--- src/rtl/count_uart_pkg.sv ---
// Shared types and constants for the counter-value UART transmitter.
package count_uart_pkg;

   typedef enum logic [2:0] {
      IDLE,
      START,
      DATA,
      PARITY,
      STOP
   } state_e;

   localparam int unsigned DATA_BITS  = 8;
   localparam logic        IDLE_LEVEL = 1'b1;

endpackage

--- src/rtl/count_uart_tx_if.sv ---
// Byte handshake between the counter output bus and the UART transmitter.
interface count_uart_tx_if;
   import count_uart_pkg::*;

   logic [DATA_BITS-1:0] in_data;
   logic                 in_valid;
   logic                 in_ready;

   modport master (output in_data, output in_valid, input in_ready);
   modport slave  (input in_data, input in_valid, output in_ready);

endinterface

--- src/rtl/uart_baud_tick.sv ---
// Bit-period divider: counts 0..CLKS_PER_BIT-1 and flags the last and
// second-to-last cycle of each bit; held at zero while clear_i is high.
module uart_baud_tick #(
   parameter int unsigned CLKS_PER_BIT = 87
) (
   input  logic clk,
   input  logic rst,
   input  logic clear_i,
   output logic tick_c_o,
   output logic pre_tick_c_o
);

   localparam int unsigned CNT_W = (CLKS_PER_BIT > 1) ? $clog2(CLKS_PER_BIT) : 1;
   localparam logic [CNT_W-1:0] CNT_LAST = CNT_W'(CLKS_PER_BIT - 1);
   localparam logic [CNT_W-1:0] CNT_PRE  = CNT_W'(CLKS_PER_BIT - 2);

   logic [CNT_W-1:0] cnt_q, cnt_d;

   always_comb begin
      cnt_d = cnt_q;
      if (clear_i || (cnt_q == CNT_LAST)) begin
         cnt_d = '0;
      end else begin
         cnt_d = cnt_q + CNT_W'(1);
      end
   end

   always_ff @(posedge clk) begin
      if (rst) begin
         cnt_q <= '0;
      end else begin
         cnt_q <= cnt_d;
      end
   end

   assign tick_c_o     = !clear_i && (cnt_q == CNT_LAST);
   assign pre_tick_c_o = !clear_i && (cnt_q == CNT_PRE);

endmodule

--- src/rtl/count_uart_tx.sv ---
// UART 8N1 transmitter for the counter value; define COUNT_UART_PARITY_EN
// to insert an even-parity bit (8E1).
module count_uart_tx
   import count_uart_pkg::*;
#(
   parameter int unsigned CLKS_PER_BIT = 87
) (
   input  logic            clk,
   input  logic            rst,
   count_uart_tx_if.slave  in_if,
   output logic            tx,
   output logic            busy,
   output logic            frame_done
);

   localparam int unsigned IDX_W = $clog2(DATA_BITS);
   localparam logic [IDX_W-1:0] IDX_LAST = IDX_W'(DATA_BITS - 1);

   state_e               state_q, state_d;
   logic                 tx_q, tx_d;
   logic                 busy_q, busy_d;
   logic                 done_q, done_d;
   logic [DATA_BITS-1:0] shift_q, shift_d;
   logic [IDX_W-1:0]     idx_q, idx_d;
`ifdef COUNT_UART_PARITY_EN
   logic                 par_q, par_d;
`endif
   logic                 tick_c;
   logic                 pre_tick_c;
   logic                 idle_c;

   assign idle_c          = (state_q == IDLE);
   assign in_if.in_ready  = idle_c;

   // Divider stays cleared while idle, so every frame starts on a fresh bit period.
   uart_baud_tick #(.CLKS_PER_BIT(CLKS_PER_BIT)) u_baud (
      .clk          (clk),
      .rst          (rst),
      .clear_i      (idle_c),
      .tick_c_o     (tick_c),
      .pre_tick_c_o (pre_tick_c)
   );

   always_comb begin
      state_d = state_q;
      tx_d    = tx_q;
      busy_d  = busy_q;
      done_d  = 1'b0;
      shift_d = shift_q;
      idx_d   = idx_q;
`ifdef COUNT_UART_PARITY_EN
      par_d   = par_q;
`endif
      case (state_q)
         IDLE: begin
            if (in_if.in_valid) begin
               shift_d = in_if.in_data;
               idx_d   = '0;
               state_d = START;
               tx_d    = 1'b0;
               busy_d  = 1'b1;
`ifdef COUNT_UART_PARITY_EN
               par_d   = ^in_if.in_data;
`endif
            end
         end
         START: begin
            if (tick_c) begin
               state_d = DATA;
               tx_d    = shift_q[0];
            end
         end
         DATA: begin
            // Shift register consumed LSB first; shift_q[0] is always the bit on the line.
            if (tick_c) begin
               if (idx_q == IDX_LAST) begin
                  idx_d   = '0;
`ifdef COUNT_UART_PARITY_EN
                  state_d = PARITY;
                  tx_d    = par_q;
`else
                  state_d = STOP;
                  tx_d    = IDLE_LEVEL;
`endif
               end else begin
                  idx_d   = idx_q + IDX_W'(1);
                  shift_d = shift_q >> 1;
                  tx_d    = shift_q[1];
               end
            end
         end
`ifdef COUNT_UART_PARITY_EN
         PARITY: begin
            if (tick_c) begin
               state_d = STOP;
               tx_d    = IDLE_LEVEL;
            end
         end
`endif
         STOP: begin
            // Registered pulse lands in the final stop-bit cycle.
            if (pre_tick_c) begin
               done_d = 1'b1;
            end
            if (tick_c) begin
               state_d = IDLE;
               busy_d  = 1'b0;
            end
         end
         default: begin
            state_d = IDLE;
            tx_d    = IDLE_LEVEL;
            busy_d  = 1'b0;
         end
      endcase
   end

   always_ff @(posedge clk) begin
      if (rst) begin
         state_q <= IDLE;
         tx_q    <= IDLE_LEVEL;
         busy_q  <= 1'b0;
         done_q  <= 1'b0;
         shift_q <= '0;
         idx_q   <= '0;
`ifdef COUNT_UART_PARITY_EN
         par_q   <= 1'b0;
`endif
      end else begin
         state_q <= state_d;
         tx_q    <= tx_d;
         busy_q  <= busy_d;
         done_q  <= done_d;
         shift_q <= shift_d;
         idx_q   <= idx_d;
`ifdef COUNT_UART_PARITY_EN
         par_q   <= par_d;
`endif
      end
   end

   assign tx         = tx_q;
   assign busy       = busy_q;
   assign frame_done = done_q;

endmodule
--- src/flat_wrapper.sv ---
// flat-port wrapper written by rule: the top's interface ports become plain ports
module count_uart_tx_flat import count_uart_pkg::*;
#(
   parameter int unsigned CLKS_PER_BIT = 87
)
  (clk, rst, tx, busy, frame_done, in_if_in_data, in_if_in_valid, in_if_in_ready);
  count_uart_tx_if in_if_i ();
  input  logic clk;
  input  logic rst;
  output logic tx;
  output logic busy;
  output logic frame_done;
  input wire logic [$bits(in_if_i.in_data)-1:0] in_if_in_data;
  input wire logic [$bits(in_if_i.in_valid)-1:0] in_if_in_valid;
  output wire logic [$bits(in_if_i.in_ready)-1:0] in_if_in_ready;
  assign in_if_i.in_data = in_if_in_data;
  assign in_if_i.in_valid = in_if_in_valid;
  assign in_if_in_ready = in_if_i.in_ready;
  count_uart_tx #(.CLKS_PER_BIT(CLKS_PER_BIT)) u_core (.clk(clk), .rst(rst), .in_if(in_if_i), .tx(tx), .busy(busy), .frame_done(frame_done));
endmodule
--- config.mk ---
export PLATFORM = sky130hd
export DESIGN_NAME = count_uart_tx_flat
export DESIGN_NICKNAME = d
export VERILOG_FILES = /design/src/rtl/count_uart_pkg.sv /design/src/rtl/count_uart_tx_if.sv /design/src/rtl/uart_baud_tick.sv /design/src/rtl/count_uart_tx.sv /design/src/flat_wrapper.sv
export SDC_FILE = /design/constraint.sdc
export NUM_CORES = 1
export LEC_CHECK = 0
export ABC_AREA = 1
export BUFFER_PORTS_ARGS = -buffer_cell sky130_fd_sc_hd__buf_2
export CAP_MARGIN = 20
export CORE_AREA = 2 2 80 44
export CTS_CLUSTER_DIAMETER = 50
export DETAILED_ROUTE_END_ITERATION = 8
export DIE_AREA = 0 0 82 46
export GPL_TIMING_DRIVEN = 0
export PLACE_DENSITY = 0.73
export SYNTH_ARGS = -nofsm -noshare
export SYNTH_HDL_FRONTEND = slang
export SYNTH_SLANG_ARGS = --single-unit
--- constraint.sdc ---
create_clock -name clk -period 2.5 [get_ports clk]
set_clock_uncertainty 0.15 [all_clocks]
set_input_delay 0 -clock clk [delete_from_list [all_inputs] [get_ports clk]]
set_output_delay 0 -clock clk [all_outputs]
set_load 0.02 [all_outputs]
==> impl_results.md <==
- Nature of the critical path endpoint: register
- Final WL: 2.73 mm
- Worst-path fanout max: 7
- Largest net degree at the start of global routing: 14
- ANT cells: 0
- Power Density: 996 nW/µm²
- Post-CTS Resized: 0
- RSZ-0062 raised after global routing: no
- Internal reg-to-reg setup slack: 0.71 ns
- Core ar.: 3150 µm²
- CP Depth: 6
- Max cap viols: 0
- Final hold vios: 0
- Layout area overhead: 21.1%
- Top delay family on crit path: buffers and inverters
- Antenna violations before repair: 0
- Arrival @ worst endpoint: 1.86 ns
- Worst Hold Class: input port to register
- Setup TNS: 0 ns
- Register area share after synthesis: 36.5%
- Layout net count: 236
- Clk pin slew, worst setup/hold paths: 0.08 ns
- Non-Filler Instances: 261
- Initial Util: 41.7%
- Gr usage total: 15.7%
- Critical Path RT: 2.56 ns
- Layout cells sized above 1: 17.4%
- P_leak: 0.000769 µW
- RePlAce Congestion: 0.827
- Die Y: 46 µm
- Largest stage delay on the critical path: 0.55 ns
- Commonest non-fill, non-tap cell in the layout: nand2_1
- Average size of a mapped cell: 6.89 µm²
- Status: finished, final reports clean
- Htree depth: 1
- Worst Max-Slew Pin Slew: 0.300 ns
- Synth warn: 0
- Worst-path cell chain: inv_1 -> ha_1 -> nand3_4 -> nand2_1 -> a21oi_1 -> dlygate4sd3_1
- Clk sinks: 24
- Last element of the critical path: u_core.state_q[0]
- Worst-Skew Late Latency: 0.26 ns
- DR WL/cell: 10.4 µm
- Post-route minimum period: 1.79 ns
- Remaining DRCs: 0
- Initial DRC Count: 67
- Worst path slowest cell: dlygate4sd3_1
- DR vias: 1187
- Grt total ovfl: 0
- Post-detail-place hpwl: 2.07 mm
- CTS tree: built
- Num CTS Buffers: 3
- First-pass GRT wire length: 4.36 mm
- IO buf count: 14
- Routed Antenna Nets: 0
- Root buffer cell: clkbuf_8
- Die Wd: 82 µm
- Most frequent cells in the layout: nand2_1, nor2_1, dfxtp_1, inv_1, buf_2
- Crit Path Class: register to register
- Clk buf depth: 2
- Worst R2R Path Depth: 6
- First-pass DRT Iterations: 4
- Top Ports: 15
- Hold_ws: 0.0585 ns
- FILL cells: 314
- Placed cells: 247
- Final Cycle Share: 71.7%
- Crit start category: register
- Slew Limit Fails: 0
- Mapped Area: 1320 µm²
- CP bufs+invs: 2
- Crit path from: u_core.u_baud.cnt_q[0]
- Worst R2R End: u_core.state_q[0]
- Syn nets: 207
- Critical R2R Launch: u_core.u_baud.cnt_q[0]
- Vias in the first global route: 920
- FMAX: 558 MHz
- Peak supply drop: 471 µV
- Synthesis-stage register bit count: 24
- Final setup fails: 0
- Synth cell types: 24
- CTS Hold Bufs: 10
- Slew margin rel.: 80.0%
- # rows: 15
- Die area: 3770 µm²
- Post-Synthesis Cells: 191
- Setup bufs post-CTS: 0
- Via density: 4.55
## synth_stat cells
| cell type | number | area share [%] |
|---|---|---|
| a21oi_1 | 8 | 3.0 |
| ha_1 | 5 | 4.8 |
| nor4_1 | 1 | 0.48 |
| nor3_1 | 4 | 1.5 |
| nand3_2 | 1 | 0.76 |
| nor2_2 | 3 | 1.4 |
| nor2_1 | 31 | 8.8 |
| inv_1 | 22 | 6.3 |
| nor3b_1 | 1 | 0.57 |
| a31oi_1 | 2 | 0.95 |
| nand3_4 | 3 | 4.0 |
| buf_2 | 1 | 0.38 |
| nand2_4 | 1 | 0.86 |
| dfxtp_1 | 24 | 37 |
| o21ai_2 | 1 | 0.67 |
| nand2_2 | 1 | 0.48 |
| buf_6 | 3 | 2.6 |
| inv_2 | 5 | 1.4 |
| nand2_1 | 46 | 13 |
| nand4_1 | 2 | 0.95 |
| o21ai_0 | 10 | 3.8 |
| nand3_1 | 14 | 5.3 |
| and3_1 | 1 | 0.48 |
| nor2_4 | 1 | 0.86 |
## cell families (layout without fill, tap and decap cells)
| family | count (synthesis) | count (layout) | share of synthesized area (%) |
|---|---|---|---|
| and+or+nand+nor | 110 | 110 | 39.6 |
| buffers and inverters | 31 | 59 | 10.6 |
| AOI/OAI and AO/OA | 21 | 21 | 8.46 |
| DFF | 24 | 24 | 36.5 |
| adders and majority gates | 5 | 5 | 4.75 |
## worst reg2reg max path: stages, from the launching register on
cell           delay [ns]
dfxtp_1              0.41
inv_1                0.06
ha_1                 0.24
nand3_4              0.15
nand2_1              0.08
a21oi_1              0.12
dlygate4sd3_1        0.55
## power breakdown
group,switching (µW),total (µW),leakage (µW),internal (µW)
Clock,121,261,0.0000288,141
Sequential,53.4,540,0.000197,486
Combinational,496,787,0.000543,291
Total,670,1590,0.000769,918
## routing by layer
metal,track usage [%],routed length (µm)
met4,3.33,15
met5,0,0
met1,25.7,1580
met2,18.9,947
met3,4.56,181
## how the worst min path moves through the flow
stage / startpoint / endpoint / slack, ns / cells after the start
2_1_floorplan: rst / u_core.state_q[0] / -0.08 / 1
3_3_place_gp: rst / u_core.state_q[0] / 0.06 / 2
3_5_place_dp: rst / u_core.state_q[0] / 0.05 / 2
4_1_cts: in_if_in_valid / u_core.state_q[2] / 0.05 / 5
5_1_grt: in_if_in_valid / u_core.state_q[2] / 0.06 / 5
6_report: in_if_in_valid / u_core.state_q[2] / 0.06 / 5
## per-stage QoR
stage / setup slack [ns] / power [µW] / area, µm² / util [%]
floorplan: 0.940 / 1150 / 1320 / -
global placement: 0.788 / 1300 / 1440 / 45.6
detailed placement: 0.784 / 1310 / 1440 / 45.6
CTS: 0.731 / 1600 / 1590 / 50.6
global route: 0.593 / 1740 / 1590 / 50.6
finish: 0.706 / 1590 / 1590 / 50.6
## sequential cells by signal, indices dropped and copies added, names as in the netlist
name / flops
u_core.shift_q: 8
u_core.tx: 1
u_core.busy: 1
u_core.idx_q: 3
u_core.frame_done: 1
u_core.u_baud.cnt_q: 7
u_core.state_q: 3
## final cells by class
| cell class | count | area (µm²) | share of cell area [%] |
|---|---|---|---|
| tap | 42 | 52.6 | 3.30 |
| sequential | 24 | 480 | 30.1 |
| timing repair buffer | 24 | 170 | 10.7 |
| buffer | 4 | 38.8 | 2.43 |
| inverter | 27 | 101 | 6.36 |
| clock buffer | 4 | 55.1 | 3.45 |
| multi-input combinational | 136 | 696 | 43.6 |
(Power assumes the default switching activity.)
